==> src/rtl/tank_pkg.sv <==
// Shared types and constants for the tank game datapath: sign-magnitude trig
// values, screen coordinates and the bullet slot state encoding.
package tank_pkg;

    typedef struct packed {
        logic       neg;
        logic [6:0] mag;
    } trig_t;

    typedef logic [9:0] coord_t;

    typedef enum logic {
        IDLE   = 1'b0,
        ACTIVE = 1'b1
    } slot_state_e;

    localparam coord_t SCREEN_MAX_X = 10'd639;
    localparam coord_t SCREEN_MAX_Y = 10'd479;

endpackage

==> src/rtl/bullet_slot.sv <==
// One bullet: IDLE/ACTIVE state, age and bounce counters, velocity and position.
// Kill priority each frame is hit, then lifetime, then the final allowed bounce.
module bullet_slot
    import tank_pkg::*;
#(
    parameter int LIFETIME    = 1000,
    parameter int MAX_BOUNCES = 0
) (
    input  logic               frame_clk,
    input  logic               Reset_n,
    input  logic               spawn,
    input  logic [9:0]         spawn_x,
    input  logic [9:0]         spawn_y,
    input  logic signed [9:0]  spawn_vx,
    input  logic signed [9:0]  spawn_vy,
    input  logic               wall_x,
    input  logic               wall_y,
    input  logic               hit,
    output logic               active,
    output logic [9:0]         pos_x,
    output logic [9:0]         pos_y
);

    localparam int AGE_W = (LIFETIME > 1) ? $clog2(LIFETIME) : 1;
    localparam logic [AGE_W-1:0] AGE_LAST = AGE_W'(LIFETIME - 1);
    localparam logic [8:0] BOUNCE_LIMIT = 9'(MAX_BOUNCES);

    slot_state_e        state_q, state_d;
    coord_t             pos_x_q, pos_y_q;
    logic signed [9:0]  vx_q, vy_q;
    logic signed [9:0]  vx_refl, vy_refl;
    logic [AGE_W-1:0]   age_q;
    logic [7:0]         bounce_q;
    logic [8:0]         bounce_nxt;
    logic               refl, age_kill, bounce_kill, move;

    function automatic logic [7:0] sat_inc(input logic [8:0] v);
        return v[8] ? 8'hFF : v[7:0];
    endfunction

    always_ff @(posedge frame_clk) begin
        if (!Reset_n) state_q <= IDLE;
        else          state_q <= state_d;
    end

    always_comb begin
        refl        = wall_x | wall_y;
        vx_refl     = wall_x ? -vx_q : vx_q;
        vy_refl     = wall_y ? -vy_q : vy_q;
        bounce_nxt  = {1'b0, bounce_q} + 9'd1;
        age_kill    = (age_q == AGE_LAST);
        bounce_kill = (MAX_BOUNCES != 0) && refl && (bounce_nxt >= BOUNCE_LIMIT);
        state_d     = state_q;
        move        = 1'b0;
        case (state_q)
            IDLE:   if (spawn) state_d = ACTIVE;
            ACTIVE: begin
                if (hit || age_kill || bounce_kill) state_d = IDLE;
                else                                move    = 1'b1;
            end
            default: state_d = IDLE;
        endcase
    end

    always_comb begin
        active = (state_q == ACTIVE);
        pos_x  = pos_x_q;
        pos_y  = pos_y_q;
    end

    // Reflection is applied before the move so a wall frame already heads away.
    always_ff @(posedge frame_clk) begin
        if (!Reset_n) begin
            pos_x_q  <= '0;
            pos_y_q  <= '0;
            vx_q     <= '0;
            vy_q     <= '0;
            age_q    <= '0;
            bounce_q <= '0;
        end else if (state_q == IDLE && spawn) begin
            pos_x_q  <= spawn_x;
            pos_y_q  <= spawn_y;
            vx_q     <= spawn_vx;
            vy_q     <= spawn_vy;
            age_q    <= '0;
            bounce_q <= '0;
        end else if (move) begin
            vx_q    <= vx_refl;
            vy_q    <= vy_refl;
            pos_x_q <= pos_x_q + coord_t'(vx_refl);
            pos_y_q <= pos_y_q + coord_t'(vy_refl);
            age_q   <= age_q + AGE_W'(1);
            if (refl) bounce_q <= sat_inc(bounce_nxt);
        end
    end

endmodule

==> src/rtl/bullet_pool.sv <==
// Bullet pool: fire edge detection with cooldown, lowest-free-slot allocation,
// spawn velocity/position from the tank heading, and a live-slot count.
module bullet_pool
    import tank_pkg::*;
#(
    parameter int NUM_BULLETS = 4,
    parameter int LIFETIME    = 1000,
    parameter int COOLDOWN    = 8,
    parameter int STEP        = 16,
    parameter int SPAWN_MULT  = 5,
    parameter int MAX_BOUNCES = 0
) (
    input  logic                      frame_clk,
    input  logic                      Reset_n,
    input  logic                      fire,
    input  logic [9:0]                tankX,
    input  logic [9:0]                tankY,
    input  logic [7:0]                sin,
    input  logic [7:0]                cos,
    input  logic [NUM_BULLETS-1:0]    wall_bottom,
    input  logic [NUM_BULLETS-1:0]    wall_top,
    input  logic [NUM_BULLETS-1:0]    wall_right,
    input  logic [NUM_BULLETS-1:0]    wall_left,
    input  logic [NUM_BULLETS-1:0]    hit,
    output logic [NUM_BULLETS-1:0]    active,
    output logic [10*NUM_BULLETS-1:0] bullet_x,
    output logic [10*NUM_BULLETS-1:0] bullet_y,
    output logic [3:0]                active_count,
    output logic                      fire_dropped
);

    localparam int CD_W = (COOLDOWN > 0) ? $clog2(COOLDOWN + 1) : 1;
    localparam logic [CD_W-1:0] CD_LOAD = CD_W'(COOLDOWN);
    localparam logic [6:0] STEP_W = 7'(STEP);
    localparam logic signed [9:0] SPAWN_K = 10'(SPAWN_MULT);

    logic                    fire_p1;
    logic [CD_W-1:0]         cd_q;
    logic                    fire_edge, accept, found, drop;
    logic [NUM_BULLETS-1:0]  spawn_sel, spawn_vec;
    logic signed [9:0]       vx, vy, off_x, off_y;
    coord_t                  spawn_x, spawn_y;

    // Magnitude is truncated (floor), so STEP*127 lands one short of STEP.
    function automatic logic signed [9:0] trig_to_vel(input trig_t t, input logic flip);
        logic [13:0]       prod;
        logic signed [9:0] v;
        prod = {7'd0, STEP_W} * {7'd0, t.mag};
        v    = signed'({3'b000, prod[13:7]});
        return (t.neg ^ flip) ? -v : v;
    endfunction

    function automatic logic [3:0] popcount(input logic [NUM_BULLETS-1:0] v);
        logic [3:0] n;
        n = '0;
        for (int i = 0; i < NUM_BULLETS; i++) n = n + {3'b000, v[i]};
        return n;
    endfunction

    always_comb begin
        fire_edge = fire & ~fire_p1;
        accept    = fire_edge && (cd_q == '0);
        spawn_sel = '0;
        found     = 1'b0;
        for (int i = 0; i < NUM_BULLETS; i++) begin
            if (!found && !active[i]) begin
                spawn_sel[i] = 1'b1;
                found        = 1'b1;
            end
        end
        spawn_vec = accept ? spawn_sel : '0;
        drop      = accept && !found;
    end

    // Screen y grows downward, so a positive sine moves the bullet up.
    always_comb begin
        vx      = trig_to_vel(trig_t'(cos), 1'b0);
        vy      = trig_to_vel(trig_t'(sin), 1'b1);
        off_x   = SPAWN_K * vx;
        off_y   = SPAWN_K * vy;
        spawn_x = tankX + coord_t'(off_x);
        spawn_y = tankY + coord_t'(off_y);
    end

    always_ff @(posedge frame_clk) begin
        if (!Reset_n) begin
            fire_p1      <= 1'b0;
            cd_q         <= '0;
            fire_dropped <= 1'b0;
            active_count <= '0;
        end else begin
            fire_p1      <= fire;
            fire_dropped <= drop;
            active_count <= popcount(active);
            if (accept)            cd_q <= CD_LOAD;
            else if (cd_q != '0)   cd_q <= cd_q - CD_W'(1);
        end
    end

    for (genvar g = 0; g < NUM_BULLETS; g++) begin : g_slot
        bullet_slot #(
            .LIFETIME    (LIFETIME),
            .MAX_BOUNCES (MAX_BOUNCES)
        ) u_slot (
            .frame_clk (frame_clk),
            .Reset_n   (Reset_n),
            .spawn     (spawn_vec[g]),
            .spawn_x   (spawn_x),
            .spawn_y   (spawn_y),
            .spawn_vx  (vx),
            .spawn_vy  (vy),
            .wall_x    (wall_left[g] | wall_right[g]),
            .wall_y    (wall_top[g] | wall_bottom[g]),
            .hit       (hit[g]),
            .active    (active[g]),
            .pos_x     (bullet_x[10*g +: 10]),
            .pos_y     (bullet_y[10*g +: 10])
        );
    end

endmodule

==> config.mk <==
export PLATFORM = sky130hd
export DESIGN_NAME = bullet_pool
export DESIGN_NICKNAME = d
export VERILOG_FILES = /design/src/rtl/tank_pkg.sv /design/src/rtl/bullet_slot.sv /design/src/rtl/bullet_pool.sv
export SDC_FILE = /design/constraint.sdc
export NUM_CORES = 1
export LEC_CHECK = 0
export CAP_MARGIN = 20
export CORE_MARGIN = 3
export CORE_UTILIZATION = 50
export CTS_CLUSTER_SIZE = 24
export DETAILED_ROUTE_END_ITERATION = 6
export GPL_TIMING_DRIVEN = 0
export PLACE_DENSITY_LB_ADDON = 0.1
export SKIP_CTS_REPAIR_TIMING = 1
export SLEW_MARGIN = 30
export SYNTH_ARGS = -nofsm -noshare
export SYNTH_HDL_FRONTEND = slang
export SYNTH_SLANG_ARGS = --single-unit
==> constraint.sdc <==
create_clock -name frame_clk -period 5.03 [get_ports frame_clk]
set_input_delay 1.006 -clock frame_clk [delete_from_list [all_inputs] [get_ports frame_clk]]
set_output_delay 1.006 -clock frame_clk [all_outputs]
set_load 0.05 [all_outputs]
==> results.rst <==
.. list-table::
   :header-rows: 1

   * - Metric
     - Value
   * - Run status
     - complete, but fails checks
   * - Violations in the final reports
     - design-rule violations
   * - Vias
     - between 10000 and 15000
   * - Most common library cell in the layout ignoring fill and taps
     - dfxtp_1
   * - Worst Setup End Kind
     - register
   * - Area added between synthesis and finish
     - 20.5%
   * - Clock network latency to the later pin of the worst-skew pair
     - between 0.5 and 0.6 ns
   * - Worst Setup Path Type
     - in2reg
   * - Synthesized netlist cell count
     - approximately 1700
   * - Internal power of the cells
     - just under 4 mW
   * - GRT Residual Overflow
     - 0
   * - Global-route layer with the greatest usage
     - met2
   * - Initial core utilization
     - ~51%
   * - Overall Global Routing Usage
     - between 30% and 40%
   * - Cell area after synthesis
     - ~14000 um2
   * - Pleak
     - around 7 nW
   * - Worst reg2reg setup slack
     - roughly 1.6 ns
   * - Vias per Instance
     - about 6.1
   * - Syn avg cell area
     - ~8.1 um2
   * - Core outline area
     - 27900 um2
   * - Fraction of synthesis flops using an asynchronous set or reset pin
     - 0%
   * - Final non-filler cell total
     - approximately 2300
   * - Final WL
     - 49.7 mm
   * - Clock power share
     - 30.7%
   * - Critical path required time
     - 5.47 ns
   * - Hold Crit Endpoint
     - g_slot[1].u_slot.age_q[1]$_SDFFE_PP0P_
   * - Number of storage elements in the synthesis netlist
     - about 210
   * - Synth warn
     - 0
   * - Number of primary I/O pins
     - ~150
   * - Sequential-to-total area share from yosys stat
     - between 20% and 30%
   * - Avg WL per Cell
     - between 20 and 25 um
   * - Iteration count of the initial detailed-routing pass
     - 7
   * - Number of buffer cells added on primary ports
     - 138
   * - Maximum number of pins on one net before global-route repair
     - 13
   * - Chip Width
     - between 150 and 200 um
   * - Placement-stage cell area
     - around 16000 um2
   * - Net switching fraction of the power
     - 38.9%
   * - Unrepaired setup endpoints after global routing
     - no
   * - Sequential fraction of design power
     - a little under a third
   * - Highest achievable clock rate
     - about 210 MHz
   * - Residual antenna-violating net count after detailed routing
     - 0
   * - Count of cells along the worst hold path
     - 2
   * - Via count of the first global-routing pass
     - 13252
   * - Largest fanout on the critical path
     - 8
   * - Nets@finish
     - ~2100
   * - Detailed Place HPWL
     - between 30 and 40 mm
   * - Final setup violating endpoints
     - 0
   * - Number of placed instances with taps included
     - 2264
   * - Overall power of the completed layout
     - 6.48 mW
   * - # H-tree levels
     - 1
   * - Post-synth EDFFs
     - 0
   * - Period minus WS final
     - around 4.9 ns
   * - Reg clk slew, reported paths
     - about 0.060 ns
   * - Number of failing hold endpoints at the final stage
     - 0
   * - Startpoint types
     - input port
   * - Max VDD drop
     - 0.193 mV
   * - Number of sinks handled by clock tree synthesis
     - around 210
   * - Max Root-Sink Buffers
     - 3
   * - Worst R2R End
     - g_slot[3].u_slot.pos_x[9]$_SDFFE_PN0P_
   * - Met1 track utilization from global routing
     - about two fifths
   * - Worst-case clock skew
     - 0.0175 ns
   * - Number of max-capacitance violations reported
     - 0
   * - Commonest cells after routing, fill and taps aside
     - 213 x dfxtp_1, 201 x nor2_1, 183 x a21oi_1
   * - HP Class
     - reg2reg
   * - Share of post-route cells with drive strength above 1
     - ~5.3%
   * - DRC violations left
     - 1
   * - Synth unique cells
     - 66
   * - Initial antenna violation count
     - 0
   * - Startpoint of the most critical hold path
     - g_slot[1].u_slot.age_q[1]$_SDFFE_PP0P_
   * - Final weighted congestion in routability-driven placement
     - approximately 0.94
   * - Worst slew pin tran
     - between 1 and 1.5 ns
   * - Final design area excluding fillers
     - between 15000 and 20000 um2
   * - Post-route worst hold slack
     - ~0.48 ns
   * - Part of the total power dissipated in combinational logic
     - about two fifths
   * - Depth of the most critical reg-to-reg path
     - 12
   * - Cell area power density
     - approximately 380 nW/um2
   * - TritonCTS clock tree
     - built
   * - FILL cells
     - 2572
   * - Predominant post-synthesis flop cell
     - dfxtp_1
   * - Met2 track utilization from global routing
     - about half
   * - Die ar.
     - 30500 um2
   * - Slew Viols, Final
     - 0
   * - Number of rows in the core area
     - just over 60
   * - Num CTS Buffers
     - 26
   * - Ratio of final minimum period to clock period
     - roughly 97%
   * - Startpoint of the most critical register-to-register path
     - g_slot[3].u_slot.vx_q[0]$_SDFFE_PN0P_
   * - Slew HR
     - 28.8%
   * - Global-route wire length before repair
     - around 75 mm
   * - Synthesized Nets
     - about 2000
   * - Number of DRC violations after detailed-routing iteration 0
     - roughly 1200
   * - CTS Root Buffer Type
     - clkbuf_16
   * - Antenna diode count
     - 0
   * - Power dissipated by switching net loads
     - ~2.5 mW
   * - Die height
     - between 150 and 200 um
   * - Worst EP arrival
     - around 5.3 ns
   * - Met3 global-route usage
     - approximately 4.6%
## how the worst max path moves through the flow
stage	from	end	slack, ns	depth (start not counted)
floorplan	cos[4]	g_slot[0].u_slot.pos_x[9]$_SDFFE_PN0P_	0.87	13
detailed placement	cos[3]	g_slot[1].u_slot.pos_x[9]$_SDFFE_PN0P_	-1.51	14
finish	sin[3]	g_slot[3].u_slot.pos_y[9]$_SDFFE_PN0P_	0.15	15
global placement	cos[3]	g_slot[1].u_slot.pos_x[9]$_SDFFE_PN0P_	-2.03	14
global route	cos[4]	g_slot[0].u_slot.pos_x[8]$_SDFFE_PN0P_	0.03	17
CTS	cos[3]	g_slot[1].u_slot.pos_x[9]$_SDFFE_PN0P_	-0.96	14
## routing by layer
metal / routed length [um] / up-vias
met2: 22100 / 636
met4: 2630 / 0
met3: 4120 / 123
li1: - / 6588
met5: 0 / -
met1: 20900 / 6733
## state kept, by name, indices dropped and copies added, names as in the netlist
signal / flops
g_slot.u_slot.age_q: 40
g_slot.u_slot.pos_x: 40
g_slot.u_slot.pos_y: 40
g_slot.u_slot.vx_q: 40
g_slot.u_slot.vy_q: 40
cd_q: 4
g_slot.u_slot.active: 4
active_count: 3
fire_dropped: 1
fire_p1: 1
## final cells by class
type	instances	area, um2	area share [%]
Multi-Input combinational cell	1373	9460	55.2
Sequential cell	213	4260	24.9
Timing Repair Buffer	141	1400	8.19
Clock buffer	39	791	4.62
Tap cell	378	473	2.76
Buffer	75	322	1.88
Inverter	85	319	1.86
Clock inverter	6	105	0.613
## cells in the mapped netlist, types with 5 or more instances
cell type / instances / area, um2
a211oi_1: 8 / 60.1
a21o_1: 31 / 233
a21oi_1: 185 / 926
a221oi_1: 40 / 350
a22oi_1: 51 / 383
a31oi_1: 28 / 175
and2_1: 6 / 37.5
and3_1: 12 / 75.1
buf_2: 10 / 50.1
buf_4: 5 / 37.5
clkbuf_1: 56 / 210
dfxtp_1: 213 / 4260
fa_1: 19 / 380
ha_1: 132 / 1650
inv_1: 85 / 319
mux2_2: 8 / 90.1
nand2_1: 162 / 608
nand2b_1: 6 / 37.5
nand3_1: 17 / 85.1
nand4_1: 16 / 100
nor2_1: 201 / 754
nor2b_1: 8 / 50.1
nor3_1: 47 / 235
nor4_1: 9 / 56.3
o211ai_1: 9 / 67.6
o21a_1: 7 / 52.6
o21ai_0: 64 / 320
o21bai_1: 10 / 75.1
o22ai_1: 16 / 100
o32ai_1: 9 / 78.8
or3_1: 16 / 100
or4_1: 8 / 60.1
xnor2_1: 102 / 893
xor2_1: 83 / 727
## power by group through the flow
stage / Combinational, mW / Clock, mW / Sequential [mW]
2_1_floorplan: 1.43 / 0 / 2.15
3_3_place_gp: 2.37 / 0 / 1.97
3_5_place_dp: 2.44 / 0 / 1.97
4_1_cts: 2.46 / 2.00 / 1.94
5_1_grt: 2.72 / 2.07 / 1.96
6_report: 2.55 / 1.99 / 1.94
## through the flow
step	TNS (ns)	util, %	setup WS, ns
after CTS	-18.25	61.0	-0.956
after detailed placement	-45.36	57.8	-1.51
after global routing	0	61.3	0.0327
final	0	61.3	0.154
after global placement	-72.45	57.6	-2.03
after floorplan	0	-	0.869
## logic make-up (layout without fill, tap and decap cells)
logic type	count (synthesis)	count (layout)	share of synthesized area (%)
and+or+nand+nor	525	525	16.4
AOI/OAI and AO/OA	499	499	22.5
DFF	213	213	30.0
xor gates and xnor gates	185	185	11.4
buffers and inverters	160	346	4.50
adders and majority gates	151	151	14.3
muxes	12	12	0.915
other	1	1	0.0264
## worst max-delay path: stages
cell and delay (ns):
dlymetal6s2s_1 0.49, inv_1 0.11, ha_1 0.31, mux2i_1 0.37, inv_1 0.26, ha_1 0.35
fa_1 0.46, ha_1 0.35, a21o_1 0.20, a21oi_2 0.22, o21ai_0 0.12, a31oi_1 0.30
xnor2_2 0.31, o21ai_0 0.21, o21a_1 0.22
(Power assumes the default switching activity.)
